[config.mk]
export PLATFORM = sky130hd
export DESIGN_NAME = memory_stage
export DESIGN_NICKNAME = d
export VERILOG_FILES = /design/src/rtl/memory_stage_pkg.sv /design/src/rtl/memory_stage_load_align.sv /design/src/rtl/memory_stage.sv
export SDC_FILE = /design/constraint.sdc
export NUM_CORES = 1
export LEC_CHECK = 0
export CORE_AREA = 2 2 192 194
export CTS_BUF_LIST = sky130_fd_sc_hd__clkbuf_16
export CTS_CLUSTER_DIAMETER = 30
export DETAILED_ROUTE_END_ITERATION = 12
export DIE_AREA = 0 0 194 196
export PLACE_DENSITY = 0.68
export SLEW_MARGIN = 20
export SYNTH_ARGS = -nofsm -noshare
export SYNTH_HDL_FRONTEND = slang
export SYNTH_SLANG_ARGS = --single-unit
[constraint.sdc]
create_clock -name clk -period 5.2 [get_ports clk]
set_input_delay 0.52 -clock clk [delete_from_list [all_inputs] [get_ports clk]]
set_output_delay 0.52 -clock clk [all_outputs]
set_load 0.005 [all_outputs]
[src/rtl/memory_stage_pkg.sv]
// Shared definitions for the MEM pipeline stage: FSM encoding, load-word
// variant encodings, HI/LO control bit positions and extension helpers.
package memory_stage_pkg;

  localparam int DATA_W = 32;

  typedef enum logic [1:0] {
    ST_IDLE = 2'd0,
    ST_REQ  = 2'd1,
    ST_WAIT = 2'd2
  } mem_state_e;

  // Encodings of the 2-bit LW_EXE_MEM field (00 = no word-class load)
  localparam logic [1:0] LW_RIGHT = 2'b01;
  localparam logic [1:0] LW_LEFT  = 2'b10;
  localparam logic [1:0] LW_WORD  = 2'b11;

  // Bit positions inside MFHL_EXE_MEM / MTHL_EXE_MEM
  localparam int HL_HI_BIT = 1;
  localparam int HL_LO_BIT = 0;

  function automatic logic [DATA_W-1:0] sext8(input logic [7:0] b);
    logic signed [7:0] s;
    s = b;
    return DATA_W'(s);
  endfunction

  function automatic logic [DATA_W-1:0] sext16(input logic [15:0] h);
    logic signed [15:0] s;
    s = h;
    return DATA_W'(s);
  endfunction

endpackage

[src/rtl/memory_stage_load_align.sv]
// Combinational load aligner: extracts and extends bytes/halves and merges
// unaligned LWL/LWR data with the old register contents (rt).
module load_align
  import memory_stage_pkg::*;
(
  input  logic [1:0]        addr,
  input  logic [DATA_W-1:0] rd,
  input  logic [DATA_W-1:0] rt,
  input  logic              lb,
  input  logic              lbu,
  input  logic              lh,
  input  logic              lhu,
  input  logic [1:0]        lw,
  output logic [DATA_W-1:0] data
);

  logic [7:0]  byte_sel;
  logic [15:0] half_sel;

  assign byte_sel = rd[{addr, 3'b000} +: 8];
  assign half_sel = rd[{addr[1], 4'b0000} +: 16];

  // Pick the extension/merge that matches the active load type
  always_comb begin
    data = rd;
    if (lb) begin
      data = sext8(byte_sel);
    end else if (lbu) begin
      data = {24'b0, byte_sel};
    end else if (lh) begin
      data = sext16(half_sel);
    end else if (lhu) begin
      data = {16'b0, half_sel};
    end else begin
      case (lw)
        LW_LEFT: begin
          case (addr)
            2'd0:    data = {rd[7:0],  rt[23:0]};
            2'd1:    data = {rd[15:0], rt[15:0]};
            2'd2:    data = {rd[23:0], rt[7:0]};
            default: data = rd;
          endcase
        end
        LW_RIGHT: begin
          case (addr)
            2'd0:    data = rd;
            2'd1:    data = {rt[31:24], rd[31:8]};
            2'd2:    data = {rt[31:16], rd[31:16]};
            default: data = {rt[31:8],  rd[31:24]};
          endcase
        end
        LW_WORD: data = rd;
        default: data = rd;
      endcase
    end
  end

endmodule

[src/rtl/memory_stage.sv]
// MEM pipeline stage: data-SRAM handshake, load alignment, HI/LO ownership,
// writeback selection and the MEM/WB pipeline register.
module memory_stage
  import memory_stage_pkg::*;
(
  input  logic              clk,
  input  logic              rst,
  input  logic              valid_EXE_MEM,
  input  logic              MemEn_EXE_MEM,
  input  logic              MemToReg_EXE_MEM,
  input  logic [3:0]        MemWrite_EXE_MEM,
  input  logic [3:0]        RegWrite_EXE_MEM,
  input  logic [4:0]        RegWaddr_EXE_MEM,
  input  logic [1:0]        MULT_EXE_MEM,
  input  logic [1:0]        MFHL_EXE_MEM,
  input  logic [1:0]        MTHL_EXE_MEM,
  input  logic              LB_EXE_MEM,
  input  logic              LBU_EXE_MEM,
  input  logic              LH_EXE_MEM,
  input  logic              LHU_EXE_MEM,
  input  logic [1:0]        LW_EXE_MEM,
  input  logic              mfc0_EXE_MEM,
  input  logic [DATA_W-1:0] ALUResult_EXE_MEM,
  input  logic [DATA_W-1:0] MemWdata_EXE_MEM,
  input  logic [DATA_W-1:0] PC_EXE_MEM,
  input  logic [DATA_W-1:0] RegRdata1_EXE_MEM,
  input  logic [DATA_W-1:0] RegRdata2_EXE_MEM,
  input  logic [DATA_W-1:0] cp0Rdata_EXE_MEM,
  input  logic [63:0]       Product_EXE_MEM,
  output logic              data_req,
  output logic              data_wr,
  output logic [3:0]        data_wstrb,
  output logic [DATA_W-1:0] data_addr,
  output logic [DATA_W-1:0] data_wdata,
  input  logic              data_addr_ok,
  input  logic [DATA_W-1:0] data_rdata,
  input  logic              data_data_ok,
  output logic              stall_MEM,
  output logic [DATA_W-1:0] Bypass_MEM,
  output logic              valid_MEM_WB,
  output logic [3:0]        RegWrite_MEM_WB,
  output logic [4:0]        RegWaddr_MEM_WB,
  output logic [DATA_W-1:0] RegWdata_MEM_WB,
  output logic [DATA_W-1:0] PC_MEM_WB
);

  mem_state_e        state, state_nxt;
  logic              mem_op;
  logic              retire;
  logic [DATA_W-1:0] hi_p1, lo_p1;
  logic [DATA_W-1:0] load_data;
  logic [DATA_W-1:0] wb_data;

  assign mem_op = valid_EXE_MEM & MemEn_EXE_MEM;
  assign retire = valid_EXE_MEM & ~stall_MEM;

  // Request fields come straight from EXE/MEM, which upstream holds while stalled
  assign data_wr    = |MemWrite_EXE_MEM;
  assign data_wstrb = MemWrite_EXE_MEM;
  assign data_addr  = {ALUResult_EXE_MEM[DATA_W-1:2], 2'b00};
  assign data_wdata = MemWdata_EXE_MEM;

  // Handshake state register
  always_ff @(posedge clk) begin
    if (!rst) state <= ST_IDLE;
    else      state <= state_nxt;
  end

  // Handshake next-state, request and stall generation
  always_comb begin
    state_nxt = state;
    data_req  = 1'b0;
    stall_MEM = 1'b0;
    case (state)
      ST_IDLE: begin
        data_req  = mem_op;
        stall_MEM = mem_op;
        if (mem_op) state_nxt = data_addr_ok ? ST_WAIT : ST_REQ;
      end
      ST_REQ: begin
        data_req  = 1'b1;
        stall_MEM = mem_op;
        if (data_addr_ok) state_nxt = ST_WAIT;
      end
      ST_WAIT: begin
        stall_MEM = mem_op & ~data_data_ok;
        if (data_data_ok) state_nxt = ST_IDLE;
      end
      default: state_nxt = ST_IDLE;
    endcase
  end

  load_align u_load_align (
    .addr (ALUResult_EXE_MEM[1:0]),
    .rd   (data_rdata),
    .rt   (RegRdata2_EXE_MEM),
    .lb   (LB_EXE_MEM),
    .lbu  (LBU_EXE_MEM),
    .lh   (LH_EXE_MEM),
    .lhu  (LHU_EXE_MEM),
    .lw   (LW_EXE_MEM),
    .data (load_data)
  );

  // Writeback value select, highest priority first
  always_comb begin
    wb_data = ALUResult_EXE_MEM;
    if (MemToReg_EXE_MEM)             wb_data = load_data;
    else if (mfc0_EXE_MEM)            wb_data = cp0Rdata_EXE_MEM;
    else if (MFHL_EXE_MEM[HL_HI_BIT]) wb_data = hi_p1;
    else if (MFHL_EXE_MEM[HL_LO_BIT]) wb_data = lo_p1;
  end

  assign Bypass_MEM = wb_data;

  // HI/LO update on retire; an MT* in the same instruction overrides the product
  always_ff @(posedge clk) begin
    if (!rst) begin
      hi_p1 <= '0;
      lo_p1 <= '0;
    end else if (retire) begin
      if (MULT_EXE_MEM != 2'b00) begin
        hi_p1 <= Product_EXE_MEM[63:32];
        lo_p1 <= Product_EXE_MEM[31:0];
      end
      if (MTHL_EXE_MEM[HL_HI_BIT]) hi_p1 <= RegRdata1_EXE_MEM;
      if (MTHL_EXE_MEM[HL_LO_BIT]) lo_p1 <= RegRdata1_EXE_MEM;
    end
  end

  // MEM/WB register; a stalled cycle pushes a bubble into WB
  always_ff @(posedge clk) begin
    if (!rst) begin
      valid_MEM_WB    <= 1'b0;
      RegWrite_MEM_WB <= '0;
      RegWaddr_MEM_WB <= '0;
      RegWdata_MEM_WB <= '0;
      PC_MEM_WB       <= '0;
    end else if (retire) begin
      valid_MEM_WB    <= 1'b1;
      RegWrite_MEM_WB <= RegWrite_EXE_MEM;
      RegWaddr_MEM_WB <= RegWaddr_EXE_MEM;
      RegWdata_MEM_WB <= wb_data;
      PC_MEM_WB       <= PC_EXE_MEM;
    end else begin
      valid_MEM_WB    <= 1'b0;
      RegWrite_MEM_WB <= '0;
    end
  end

endmodule

# Word-level counts from Yosys, hierarchy flattened
# Index checks and enable logic that the tools add are counted.
totals:
  ff_bits: 140
  inputBits: 321
  out_inout_bits: 177
  wordCells: 58
classes:
  eq_ne: 9
  shift: 2
  n_mux: 23
  bitwise_logic: 5
  n_reduce_logical: 11
op_table:
  columns: ["cell", "n"]
  rows:
  - ["32-bit two-way mux", 12]
  - ["32-bit one-hot mux with 3 select lines", 2]
  - ["32-bit one-hot mux with 2 select lines", 1]
  - ["32-bit by 6-bit indexed part select with 16-bit output", 1]
  - ["32-bit by 6-bit indexed part select with 8-bit output", 1]
  - ["2-bit two-way mux", 4]
  - ["2-bit by 1-bit equality test with 1-bit output, second input constant", 3]
  - ["2-bit equality test, second input constant", 3]
  - ["2-bit inequality test, second input constant", 3]
  - ["2-bit one-hot mux with 3 select lines", 1]
  - ["2-bit AND reduction", 3]
  - ["2-bit nonzero test", 3]
  - ["2-bit zero test", 2]
  - ["1-bit one-hot mux with 2 select lines", 2]
  - ["4-bit OR reduction", 1]
  - ["1-bit AND", 3]
  - ["3-bit AND reduction", 1]
  - ["1-bit NOT", 2]
  - ["2-bit OR reduction", 1]
  - ["1-bit two-way mux", 1]

# Longest topological paths before layout
depth:
  word_depth: 8
  depth_mapped: 9
  ltp_nobuf: 7

# Cells and area by module
# A second synthesis with hierarchy kept.
unflattened:
  hier_cells: 1233
  area_unflattened_um2: 10563.9
by_module_without_submodules:
  columns: ["module", "instances", "cells_per_inst", "area_each_um2", "seq_area_each_um2"]
  rows:
  - ["memory_stage", 1, 898, 8336.7, 2802.7]
  - ["load_align", 1, 335, 2227.1, 0.0]

# Worst setup path after synthesis
# No wires, ideal clock.
synth_timing:
  kind: "input -> output"
  from: "input LW_EXE_MEM[0]"
  to: "output Bypass_MEM[6]"
  arrival_ns: 2.202
  required_ns: 4.680
  path_slack_ns: 2.478
  stages: 9
  path_buffers: 3
  cell_sequence: "inv_1 > ha_1 > clkbuf_1 > clkbuf_1 > clkbuf_1 > a21oi_1 > o21ai_0 > nand3_1 > a31oi_1"
synth_via:
  elab_chain_cells: 7
  word_cells_on_any_way: 8
  classes_between: "eq/ne: 2; mux: 6"
synth_lines:
  columns: ["element", "line_no", "source"]
  rows:
  - ["start, declared", "memory_stage.sv:21", "input logic [1:0] LW_EXE_MEM,"]
  - ["2-bit by 1-bit equality test with 1-bit output or 2-bit equality test (tied branches)", "memory_stage_load_align.sv:35", "case (lw)"]
  - ["32-bit one-hot mux with 2 select lines *", "memory_stage_load_align.sv:35", null]
  - ["32-bit two-way mux *", "memory_stage_load_align.sv:32", "end else if (lhu) begin"]
  - ["32-bit two-way mux *", "memory_stage_load_align.sv:30", "end else if (lh) begin"]
  - ["32-bit two-way mux *", "memory_stage_load_align.sv:28", "end else if (lbu) begin"]
  - ["32-bit two-way mux *", "memory_stage_load_align.sv:26", "if (lb) begin"]
  - ["32-bit two-way mux *", "memory_stage.sv:108", "if (MemToReg_EXE_MEM) wb_data = load_data;"]
  - ["end, declared", "memory_stage.sv:39", "output logic [DATA_W-1:0] Bypass_MEM,"]
# Mark *: on every way between the ends. The rest lies on a longest branch, timed or not.

# Worst setup path in the final report
layout_timing:
  from: "input LW_EXE_MEM[0]"
  to: "output Bypass_MEM[30]"
# The elaborated chain is that of the path after synthesis.

==> impl_metrics.ini <==
[cells_and_area]
final_area_sq_um = 14480
final_layout_size_suffix_gt1_share_pct = 8.620
syn2layout_area_growth_pct = 47.90
regArea_sq_um = 2803
multi_input_area_sq_um = 6017
finalNonFillerCells = 2011
fin_nets = 1853
antenna-diode-count = 0
final_util_pct = 40.14
num-fill-cells = 3704

[timing]
finClkSkew_ns = 0.009435
drv_slew = 0
fmax_ghz = 0.2385
fin_crit_sh_pct = 80.62
hold_violations = 0
grt_setup_unrepaired = no
setup_viol = 0
worstMarginPinSlew_ns = 1.028
final.setup.tns_ns = 0
relSlewSlack_pct = 31.44
min_period_ns = 4.192
setup_slack_ns = 1.008

[critical_path]
path_buf_inv = 3
critPathLaunchType = input pin
endpoint_kind = output pin
worst_path_most_repeated_cell = clkdlybuf4s50_1
cpPeakStageDelay_ns = 0.57
reg2reg_slack_ns = 2.69
rr_worst_depth = 5
crit_start = LW_EXE_MEM[0]
critPathKind = input pin to output pin
path_cells = clkdlybuf4s50_1, ha_1, nor2b_1, buf_4, nand4_1, nand4b_1, a21oi_1, a31oi_1, clkdlybuf4s50_1
critPathMaxFanout = 16
required_ns = 4.68
crit_family = buffers and inverters
crit_arrival_ns = 3.67
reg2reg_from = state[0]
r2r_end = RegWdata_MEM_WB[3]
slowest_stage = clkdlybuf4s50_1

[status]
status = completed

[global_route]
grt_pass1_wl_mm = 64.21
grt_usage_pct = 22.20
grt_util_met1_pct = 28.81
grt_max_degree = 75
met3_usage_pct = 5.467
grt_most_used_layer = met2
grt_util_met2_pct = 36.05
antenna_found_initial = 0
grt_overflow = 0
grt_pass1_vias = 10237

[cts]
clkSlewWorstSetupHoldPaths_ns = 0.06
cts.path.max_buffers = 2
holdBufCountCts = 0
cts_sinks = 140
clock-root-buffer = clkbuf_16
cts_resized = 0
numCtsBuffers = 17
htree_num_levels = 4
cts_tree = built
insertion_delay_ns = 0.43
post_cts_buffers = 0

[job]
cap_violations = 0

[detailed_routing]
first_pass_iters = 6
route.detailed.drc = 0
first_iter_violations = 844
post_drt_wl_per_cell_um = 21.80
ant_nets = 0
wirelength_mm = 43.84
vias = 10509
viasPerCell = 5.226

[hold_path]
hold_end = PC_MEM_WB[1]
min_path_type = flip-flop to flip-flop
worst_hold_path.num_cells = 2
worstHoldStart = PC_MEM_WB[1]

[floorplanning]
die_area_sq_um = 38020
ios = 498
core_sq_um = 36080
num_rows = 70
die_y_um = 196
die_w_um = 194
initial_utilization_pct = 27.14

[yosys]
synthCells = 1234
synth_cell_types = 59
synth-async-reset-ratio_pct = 0
yosysTopAreaCell = dfxtp_1
ys_ff_latch = 140
synth_edf_count = 0
syn_area_sq_um = 9793
synth_area_per_cell_sq_um = 7.936
synth_top_flop_cell = dfxtp_1
synth.yosys.seq_area_share_pct = 28.62
synthTopCellsByArea = dfxtp_1 (29%), mux2i_1 (12%), nand2_1 (6.0%)
synth_top_cell_area_share_pct = 28.62
yosysWarnings = 0

[power]
power_leakage_uw = 0.005414
ir_drop_mv = 0.2124
power_density_nw_per_um2 = 237.3

[placed_design]
placedCellCount = 1979
io_buffers = 431
gp_congestion = 0.9693
dp_hpwl_mm = 33.98
dp_slack_ns = 1.090
placed_area_sq_um = 13900
==> cell type report <==
| type | count | share of cell area, % |
|---|---|---|
| Clock buffer | 17 | 2.937 |
| Multi-Input combinational cell | 910 | 41.54 |
| Sequential cell | 140 | 19.35 |
| Inverter | 7 | 0.1987 |
| Tap cell | 468 | 4.043 |
| Timing Repair Buffer | 454 | 30.86 |
| Clock inverter | 15 | 1.071 |
==> Yosys cell counts, types with 4 or more instances <==
library cell / n
a221o_1: 13
buf_4: 72
nand2_1: 157
buf_1: 6
and2_1: 12
nand3_1: 44
a31oi_1: 5
inv_1: 7
a21o_1: 4
mux4_2: 21
o31ai_1: 12
a21oi_1: 101
o211ai_1: 16
nor3_1: 7
nor2_1: 126
a221oi_1: 4
o221ai_1: 11
a211oi_1: 69
buf_2: 18
dfxtp_1: 140
o21ai_1: 8
a21oi_2: 8
clkbuf_1: 79
a41oi_1: 7
o21ai_0: 46
a22oi_1: 13
nand2b_1: 28
and3_1: 8
o21a_1: 6
mux2_2: 18
or4b_2: 11
mux2i_1: 115
==> worst min-delay path, cell delays in order (launching register included) <==
cell and delay (ns):
dfxtp_1 0.31, nand2_1 0.05, a21oi_1 0.05
==> through the flow <==
step,hold slack [ns],power [uW]
global route,0.4704,3604
finish,0.4528,3437
detailed placement,0.4453,2226
CTS,0.4541,3472
global placement,0.4383,2220
floorplan,0.4382,1685
==> sequential cells by signal, summed over array words and instances, names as in the netlist <==
signal,count
PC_MEM_WB,32
RegWaddr_MEM_WB,5
RegWdata_MEM_WB,32
RegWrite_MEM_WB,4
hi_p1,32
lo_p1,32
state,2
valid_MEM_WB,1
==> placed cells by master, fill, tap and decap left out, types with 3 or more instances in the layout <==
| cell type | instances |
|---|---|
| inv_8 | 4 |
| o21ai_0 | 46 |
| a311oi_1 | 3 |
| a41oi_1 | 7 |
| a21o_1 | 4 |
| o221ai_1 | 11 |
| o21a_1 | 6 |
| dfxtp_1 | 140 |
| a221oi_1 | 4 |
| clkdlybuf4s50_1 | 425 |
| o211ai_1 | 16 |
| or2_2 | 3 |
| o31ai_1 | 12 |
| nand3_1 | 44 |
| mux4_2 | 21 |
| nand2_1 | 157 |
| buf_2 | 6 |
| mux2i_1 | 115 |
| or4b_2 | 11 |
| and3_1 | 8 |
| nor3_1 | 7 |
| inv_6 | 3 |
| a221o_1 | 13 |
| a21oi_1 | 101 |
| a22oi_1 | 13 |
| and2_1 | 12 |
| a31oi_1 | 5 |
| o21ai_1 | 8 |
| buf_4 | 22 |
| inv_1 | 7 |
| nand2b_1 | 28 |
| clkbuf_16 | 17 |
| a211oi_1 | 69 |
| a21oi_2 | 8 |
| clkinv_4 | 4 |
| nor2b_1 | 3 |
| nor2_1 | 124 |
| mux2_2 | 18 |
==> layer usage <==
metal | up-vias | wire length, um
li1 | 5006 | -
met1 | 4944 | 18750
met2 | 491 | 20530
met3 | 68 | 3342
met4 | 0 | 1219
met5 | - | 0
==> report_power, final <==
part	leakage (uW)	internal [uW]	switching, uW
registers	0.00115	1140	35.3
logic	0.00398	530	499
clock network	0.000284	677	554
total	0.00541	2350	1090
==> cell families after synthesis <==
kind of cell | share of synthesized area, %
adders and majority gates | 0.2555
and+or+nand+nor | 19.00
AOI/OAI and AO/OA | 23.13
other | 0.03829
DFF | 28.62
buffers and inverters | 10.31
muxes | 18.65
==> worst max path at each step <==
stage / to / slack [ns] / cells past startpoint
5_1_grt: Bypass_MEM[30] / 0.81 / 9
3_5_place_dp: Bypass_MEM[30] / 1.09 / 9
4_1_cts: Bypass_MEM[30] / 1.07 / 9
3_3_place_gp: Bypass_MEM[3] / 1.18 / 10
2_1_floorplan: Bypass_MEM[6] / 2.48 / 9
6_report: Bypass_MEM[30] / 1.01 / 9
(Power assumes the default switching activity.)
